`config.mk`:
```
export PLATFORM = sky130hd
export DESIGN_NAME = aurora_rx_block_sync
export DESIGN_NICKNAME = d
export VERILOG_FILES = /design/src/rtl/aurora_pkg.sv /design/src/rtl/aurora_block_slip.sv /design/src/rtl/aurora_rx_block_sync.sv
export SDC_FILE = /design/constraint.sdc
export NUM_CORES = 1
export LEC_CHECK = 0
export ABC_AREA = 1
export BUFFER_PORTS_ARGS = -buffer_cell sky130_fd_sc_hd__buf_2
export CORE_ASPECT_RATIO = 0.7
export CORE_MARGIN = 2
export CORE_UTILIZATION = 62
export DETAILED_ROUTE_END_ITERATION = 7
export PLACE_DENSITY = 0.83
export SYNTH_ARGS = -nofsm -noshare
export SYNTH_HDL_FRONTEND = slang
export SYNTH_SLANG_ARGS = --single-unit
```
`constraint.sdc`:
```
create_clock -name clk -period 2.78 [get_ports clk]
set_clock_uncertainty 0.2 [all_clocks]
set_input_delay 0.139 -clock clk [delete_from_list [all_inputs] [get_ports clk]]
set_output_delay 0.139 -clock clk [all_outputs]
set_load 0.1 [all_outputs]
```
`src/rtl/aurora_pkg.sv`:
```
// Shared types and constants for the Aurora lane datapath.
// Block sync header encodings and the FSM state type live here.
package aurora_pkg;

    localparam int ENCODED_DATA_SIZE = 66;
    localparam int SLIP_OFFSET_SIZE  = 7;

    localparam logic [1:0] SYNC_DATA = 2'b01;
    localparam logic [1:0] SYNC_CTRL = 2'b10;

    typedef enum logic [1:0] {
        HUNT,
        SLIP_HOLD,
        LOCKED
    } block_sync_state_t;

    function automatic logic sync_header_ok(input logic [1:0] hdr);
        return (hdr == SYNC_DATA) || (hdr == SYNC_CTRL);
    endfunction

endpackage

```
`src/rtl/aurora_block_slip.sv`:
```
// Combinational 132-to-66 barrel selector: picks the block that starts
// slip_offset_i bits after the earliest bit of the two-word window.
module aurora_block_slip
    import aurora_pkg::*;
(
    input  logic [2*ENCODED_DATA_SIZE-1:0] window_i,
    input  logic [SLIP_OFFSET_SIZE-1:0]    slip_offset_i,
    output logic [ENCODED_DATA_SIZE-1:0]   block_o
);

    logic [2*ENCODED_DATA_SIZE-1:0] shifted;

    assign shifted = window_i << slip_offset_i;
    assign block_o = shifted[2*ENCODED_DATA_SIZE-1 -: ENCODED_DATA_SIZE];

endmodule

```
`src/rtl/aurora_rx_block_sync.sv`:
```
// 64b/66b receive block synchronizer for one Aurora lane: hunts for the
// sync-header boundary by bit slipping, holds lock and drops it on header errors.
module aurora_rx_block_sync
    import aurora_pkg::*;
#(
    parameter int LOCK_COUNT = 64,
    parameter int WINDOW     = 64,
    parameter int ERR_LIMIT  = 16,
    parameter int SLIP_WAIT  = 2
) (
    input  logic                         clk,
    input  logic                         rst_n,
    input  logic                         rx_valid,
    input  logic [ENCODED_DATA_SIZE-1:0] rx_data,
    output logic                         blk_valid,
    output logic [ENCODED_DATA_SIZE-1:0] blk_data,
    output logic                         blk_lock,
    output logic [SLIP_OFFSET_SIZE-1:0]  slip_offset,
    output logic                         sh_err
);

    localparam int SH_W   = $clog2(LOCK_COUNT + 1);
    localparam int BLK_W  = $clog2(WINDOW + 1);
    localparam int ERR_W  = $clog2(ERR_LIMIT + 1);
    localparam int HOLD_W = $clog2(SLIP_WAIT + 1);

    localparam logic [SH_W-1:0]   SH_LAST   = SH_W'(LOCK_COUNT - 1);
    localparam logic [SH_W-1:0]   SH_ONE    = SH_W'(1);
    localparam logic [BLK_W-1:0]  BLK_LAST  = BLK_W'(WINDOW - 1);
    localparam logic [BLK_W-1:0]  BLK_ONE   = BLK_W'(1);
    localparam logic [ERR_W-1:0]  ERR_LAST  = ERR_W'(ERR_LIMIT - 1);
    localparam logic [ERR_W-1:0]  ERR_ONE   = ERR_W'(1);
    localparam logic [HOLD_W-1:0] HOLD_LAST = HOLD_W'(SLIP_WAIT - 1);
    localparam logic [HOLD_W-1:0] HOLD_ONE  = HOLD_W'(1);

    localparam logic [SLIP_OFFSET_SIZE-1:0] SLIP_MAX = SLIP_OFFSET_SIZE'(ENCODED_DATA_SIZE - 1);
    localparam logic [SLIP_OFFSET_SIZE-1:0] SLIP_ONE = SLIP_OFFSET_SIZE'(1);

    block_sync_state_t state_q;

    logic [ENCODED_DATA_SIZE-1:0] rx_prev_q;
    logic                         primed_q;
    logic [SH_W-1:0]              sh_cnt_q;
    logic [BLK_W-1:0]             blk_cnt_q;
    logic [ERR_W-1:0]             err_cnt_q;
    logic [HOLD_W-1:0]            hold_cnt_q;
    logic [SLIP_OFFSET_SIZE-1:0]  slip_offset_q;
    logic [SLIP_OFFSET_SIZE-1:0]  slip_offset_d;
    logic                         blk_valid_q;
    logic [ENCODED_DATA_SIZE-1:0] blk_data_q;
    logic                         blk_lock_q;
    logic                         sh_err_q;

    logic [2*ENCODED_DATA_SIZE-1:0] window;
    logic [ENCODED_DATA_SIZE-1:0]   aligned;
    logic                           hdr_ok;

    assign window = {rx_prev_q, rx_data};

    aurora_block_slip u_slip (
        .window_i      (window),
        .slip_offset_i (slip_offset_q),
        .block_o       (aligned)
    );

    assign hdr_ok        = sync_header_ok(aligned[ENCODED_DATA_SIZE-1 -: 2]);
    assign slip_offset_d = (slip_offset_q == SLIP_MAX) ? '0 : slip_offset_q + SLIP_ONE;

    // Everything advances only on an accepted word that completes a window.
    always_ff @(posedge clk or negedge rst_n) begin
        if (!rst_n) begin
            state_q       <= HUNT;
            rx_prev_q     <= '0;
            primed_q      <= 1'b0;
            sh_cnt_q      <= '0;
            blk_cnt_q     <= '0;
            err_cnt_q     <= '0;
            hold_cnt_q    <= '0;
            slip_offset_q <= '0;
            blk_valid_q   <= 1'b0;
            blk_data_q    <= '0;
            blk_lock_q    <= 1'b0;
            sh_err_q      <= 1'b0;
        end else begin
            blk_valid_q <= 1'b0;
            sh_err_q    <= 1'b0;
            if (rx_valid) begin
                rx_prev_q <= rx_data;
                primed_q  <= 1'b1;
                if (primed_q) begin
                    blk_data_q  <= aligned;
                    blk_valid_q <= (state_q == LOCKED);
                    case (state_q)
                        HUNT: begin
                            if (hdr_ok) begin
                                if (sh_cnt_q == SH_LAST) begin
                                    state_q    <= LOCKED;
                                    blk_lock_q <= 1'b1;
                                    sh_cnt_q   <= '0;
                                    blk_cnt_q  <= '0;
                                    err_cnt_q  <= '0;
                                end else begin
                                    sh_cnt_q <= sh_cnt_q + SH_ONE;
                                end
                            end else begin
                                sh_err_q      <= 1'b1;
                                slip_offset_q <= slip_offset_d;
                                sh_cnt_q      <= '0;
                                hold_cnt_q    <= '0;
                                state_q       <= SLIP_HOLD;
                            end
                        end
                        SLIP_HOLD: begin
                            if (hold_cnt_q == HOLD_LAST) begin
                                hold_cnt_q <= '0;
                                state_q    <= HUNT;
                            end else begin
                                hold_cnt_q <= hold_cnt_q + HOLD_ONE;
                            end
                        end
                        LOCKED: begin
                            sh_err_q <= !hdr_ok;
                            // Lock loss takes priority over a coincident window end.
                            if (!hdr_ok && (err_cnt_q == ERR_LAST)) begin
                                state_q       <= SLIP_HOLD;
                                blk_lock_q    <= 1'b0;
                                slip_offset_q <= slip_offset_d;
                                blk_cnt_q     <= '0;
                                err_cnt_q     <= '0;
                                hold_cnt_q    <= '0;
                            end else if (blk_cnt_q == BLK_LAST) begin
                                blk_cnt_q <= '0;
                                err_cnt_q <= '0;
                            end else begin
                                blk_cnt_q <= blk_cnt_q + BLK_ONE;
                                if (!hdr_ok) begin
                                    err_cnt_q <= err_cnt_q + ERR_ONE;
                                end
                            end
                        end
                        default: state_q <= HUNT;
                    endcase
                end
            end
        end
    end

    assign blk_valid   = blk_valid_q;
    assign blk_data    = blk_data_q;
    assign blk_lock    = blk_lock_q;
    assign slip_offset = slip_offset_q;
    assign sh_err      = sh_err_q;

endmodule

```
==> metrics.md, run 1 <==
| Metric | Value |
|---|---|
| Status | `aborted with a tool error` |
| Fail Step | `global routing (5_1_grt)` |
| Err | `[ERROR GRT-0232] Routing congestion too high. Check the congestion heatmap in the GUI.` |
| Pin count of the biggest net entering global routing | `114` |
| Aggregate global-route resource usage | `87.9%` |
| Grt repair worst endpoint | `slip_offset[6]$_DFFE_PN0P_/D` |
| Synth top cells by count | `nand2_1, nand3_1, o21ai_0` |
| HPWL Detailed | `49,900 um` |
| Synth top area share | `a little over a quarter` |
| Syn_nets | `2,639` |
| Deepest clock path buffer count | `2` |
| H-tree depth | `4` |
| Sequential share of the synthesized area | `27.3%` |
| Synth area leaders | `dfrtp_1, nand2_1, nand3_1` |
| Die Width | `191 um` |
| Worst_ep kind | `register input` |
| Clock Sinks | `roughly 170` |
| Commonest register cell after synthesis | `dfrtp_1` |
| I/O Buffers | `approximately 140` |
| Mapped cell area | `roughly 0.015 mm2` |
| GRT overflow | `419` |
| Gate count of the mapped netlist | `2,561` |
| Number of synthesized flops with an enable pin | `0` |
| Rows | `47` |
| FF+latch count, synth | `166` |
| Vert. Die Dim | `about 130 um` |
| Clock root buffer | `clkbuf_16` |
| Post-synth ARST share | `100%` |
| Yosys Warn Count | `0` |
| Post-synthesis area per instance | `5.93 um2` |
| Most frequent cell after synthesis | `nand2_1` |
| Gpl congestion | `1.24` |
| Yosys top cell by area | `dfrtp_1` |
| Num CTS Buffers | `17` |
| Starting density of the core | `a little under two thirds` |
| Num ports | `145` |
| Synth unique cells | `52` |
-- repair_timing --
| action | in CTS |
|---|---|
| hold buffers | 89 |
| gates resized for setup | 102 |
| setup buffers | 10 |
| cloned | 4 |
| endpoints found under the hold margin | 235 |
| pin swaps | 12 |
| setup endpoints to repair | 45 |
-- logic make-up after synthesis --
kind of cell / share of synthesized area [%]
fa+ha+maj: 0.741
xor+xnor: 0.519
mux: 0.790
compound gates: 16.4
buf+inv: 7.47
flops: 27.3
simple gates: 46.7
-- per-layer routing --
| layer | overflow | global-route usage [%] |
|---|---|---|
| met4 | 154 | 89.7 |
| met3 | 25 | 78.6 |
| met2 | 219 | 99.2 |
| met1 | 19 | 86.9 |
| met5 | 2 | 53.5 |
-- metrics by stage --
stage | hold slack (ns) | instance area, um2 | setup WS (ns) | std cells | util [%]
after floorplan | -0.357 | 15200 | 0.0561 | 2561 | -
after detailed placement | -0.0749 | 17800 | -0.200 | 3101 | 74.7
after global placement | -0.0912 | 17800 | -0.0668 | 3101 | 74.7
after CTS | 0.0186 | 19900 | -0.0599 | 3236 | 83.3
==> run 2, diff against run 1 <==
CORE_ASPECT_RATIO = not set   (was 0.7)
CORE_UTILIZATION = 40   (was 62)
PLACE_DENSITY = not set   (was 0.83)
PLACE_DENSITY_LB_ADDON = 0.15   (was not set)
==> run 2 against run 1 <==
Effect of this change: the flow now finishes, with violations (setup timing); synthesized area stayed put; synthesized cell count unchanged.
==> metrics.md, run 2 <==
| Metric | Value |
|---|---|
| Vias in the first global route | `19.4k` |
| CTS tree | `done` |
| Multi-input logic area | `between 0.01 and 0.015 mm2` |
| Insertion delay to the later sink of the worst-skew pair | `0.51 ns` |
| Non-Filler Instances | `3,525` |
| WP depth | `11` |
| Yosys top cell by area | `dfrtp_1` |
| Starting density of the core | `40.4% (-23 points)` |
| Violated checks | `setup timing` |
| Clk pin slew, worst setup/hold paths | `0.08 ns` |
| RSZ-0062 raised after global routing | `yes` |
| Cells along the critical path | `buf_12 -> buf_4 -> nand2_1 -> nand3_2 -> nand3_1 -> nand2_1 -> o21ai_0 -> or2_2 -> o21ai_0 -> o211ai_1 -> a21oi_1` |
| Clock root buffer | `clkbuf_16` |
| DRT iter0 DRCs | `1,981` |
| Yosys Warn Count | `0 (unchanged)` |
| H-tree depth | `4 (unchanged)` |
| Slowest-stage cell, CP | `dfrtp_4` |
| Kind of critical path | `reg2reg` |
| Maximum fanout along the worst path | `8` |
| Synth area leaders | `dfrtp_1, nand2_1, nand3_1` |
| Vert. Die Dim | `199 um (+47%)` |
| Deepest clock path buffer count | `2 (unchanged)` |
| Worst-Margin Slew | `between 0.7 and 0.8 ns` |
| Gpl congestion | `1.01 (-18%)` |
| Finished Cell Area | `between 0.02 and 0.025 mm2` |
| Final Hold Fails | `0` |
| Slowest stage delay, CP | `between 0.5 and 0.6 ns` |
| Fin crit period | `2.89 ns` |
| Most frequent cell after synthesis | `nand2_1` |
| Gate count of the mapped netlist | `2,561 (unchanged)` |
| DRC | `0` |
| Synth unique cells | `52 (unchanged)` |
| Sequential share of the synthesized area | `27.3% (unchanged)` |
| Reg2reg path depth | `11` |
| Synth top cells by count | `nand2_1, nand3_1, o21ai_0` |
| Num ports | `145 (unchanged)` |
| Ratio of cells with drive above 1 in the final layout | `28.2%` |
| GRT overflow | `0` |
| TNS Setup | `-1.08 ns` |
| Clock Sinks | `166 (unchanged)` |
| Post-synthesis area per instance | `5.93 um2 (unchanged)` |
| Setup violators final | `32` |
| Kind of start point of the critical path | `flop` |
| Pre-antenna DRT Iters | `6` |
| CP Capture Type | `flop` |
| Critical R2R Launch | `slip_offset[0]$_DFFE_PN0P_` |
| Pin count of the biggest net entering global routing | `roughly 110` |
| Vias | `20.3k` |
| Mapped cell area | `0.0152 mm2 (unchanged)` |
| Fin. max-slew vios | `0` |
| Worst setup path startpoint | `slip_offset[0]$_DFFE_PN0P_` |
| Crit path DAT | `3.08 ns` |
| Post-DP Area | `0.0188 mm2 (+5.5%)` |
| Status | `finished with violations` |
| Rows | `71 (+51%)` |
| Min-delay worst type | `in2async` |
| Routed Antenna Nets | `0` |
| Die Width | `199 um (+4.1%)` |
| Number of synthesized flops with an enable pin | `0 (unchanged)` |
| Initial antenna violation count | `0` |
| Area grow syn2layout | `43.7%` |
| Final Worst Setup Slack | `-0.110 ns` |
| Nets@finish | `roughly 3.1k` |
| Top delay family on crit path | `compound AO/OA/AOI/OAI gates` |
| CORE AREA | `0.0376 mm2` |
| CP required | `slightly below 3 ns` |
| HPWL Detailed | `57,800 um (+16%)` |
| Commonest non-fill, non-tap cell in the layout | `nand2_1` |
| Vias/cell | `approximately 5.8` |
| FF+latch count, synth | `166 (unchanged)` |
| First-pass GRT wire length | `115,000 um` |
| Num CTS Buffers | `17 (unchanged)` |
| Post-synth ARST share | `100% (unchanged)` |
| Most frequent cells in the layout | `nand2_1, nand3_1, buf_4, nor2_1, dfrtp_1` |
| Slew HR | `52.3%` |
| Routed len/inst | `21.8 um` |
| Post-layout util | `58.1%` |
| Placed insts | `3,394 (+9.4%)` |
| Die area | `0.0396 mm2` |
| Register area | `about 0.0042 mm2` |
| Commonest register cell after synthesis | `dfrtp_1` |
| I/O Buffers | `144 (unchanged)` |
| Synth top area share | `27.3% (unchanged)` |
| Syn_nets | `2,639 (unchanged)` |
| Worst Path Buf+Inv | `2` |
| Max-cap violations | `0` |
| Aggregate global-route resource usage | `39.0%` |
| F_max | `346 MHz` |
| Final wirelength | `76,700 um` |
| Fill cells | `approximately 3.8k` |
| Tcrit/Tclk final | `104%` |
run 2: cell counts after synthesis:
No cell type changed its count.
run 2: stage by stage:
step,setup slack [ns],hold slack (ns)
floorplan,0.0561,-0.357
global placement,-0.393,-0.116
detailed placement,-0.409,-0.112
CTS,-0.0484,0.0182
global route,-0.206,0.0652
finish,-0.110,0.0517
run 2: worst reg2reg max path: stages (launching register included):
cell,delay (ns)
dfrtp_4,0.57
buf_12,0.19
buf_4,0.17
nand2_1,0.11
nand3_2,0.12
nand3_1,0.14
nand2_1,0.18
o21ai_0,0.42
or2_2,0.18
o21ai_0,0.13
o211ai_1,0.28
a21oi_1,0.10
run 2: timing repair:
action,4_1_cts,5_1_grt
gates cloned,5,2
hold buffers,75,0
resized for setup,162,212
endpoints found under the setup margin,75,87
endpoints found under the hold margin,236,0
pin swaps,18,27
setup buffers,7,11
run 2: per-layer routing:
metal / share of wire (%) / vias to the layer above / GRT usage, % / routed length (um)
li1: - / 9565 / - / -
met3: 6.9 / 201 / 6.34 / 5320
met4: 5.8 / 0 / 21.6 / 4450
met1: 41 / 9636 / 48.4 / 31400
met5: 0 / - / 0 / 0
met2: 46 / 891 / 64.4 / 35600
run 2: area by class of cell:
class | instances | share of cell area (%)
Multi-Input combinational cell | 2144 | 51.4
Timing Repair Buffer | 617 | 22.8
Sequential cell | 166 | 19.1
Tap cell | 511 | 2.93
Clock buffer | 18 | 1.96
Inverter | 54 | 1.07
Clock inverter | 14 | 0.733
Antenna cell | 1 | 0.0115
run 2: kinds of logic after synthesis:
| family | share of synthesized area [%] |
|---|---|
| xor+xnor | 0.519 |
| flops | 27.3 |
| simple gates | 46.7 |
| mux | 0.790 |
| buf+inv | 7.47 |
| compound gates | 16.4 |
| fa+ha+maj | 0.741 |
run 2: final timing paths:
path | slack, ns | to
max | -0.11 | blk_data[21]$_DFFE_PN0P_
min | 0.05 | rx_prev_q[33]$_DFFE_PN0P_
max reg2reg | -0.11 | blk_data[21]$_DFFE_PN0P_
min reg2reg | 0.28 | rx_prev_q[65]$_DFFE_PN0P_
max in group asynchronous | 1.95 | slip_offset[0]$_DFFE_PN0P_
min in group clk | 0.20 | rx_prev_q[39]$_DFFE_PN0P_
Power of run 2 is not shown: default switching activity piles up to over one toggle a cycle in this logic, so the estimate is an artifact.
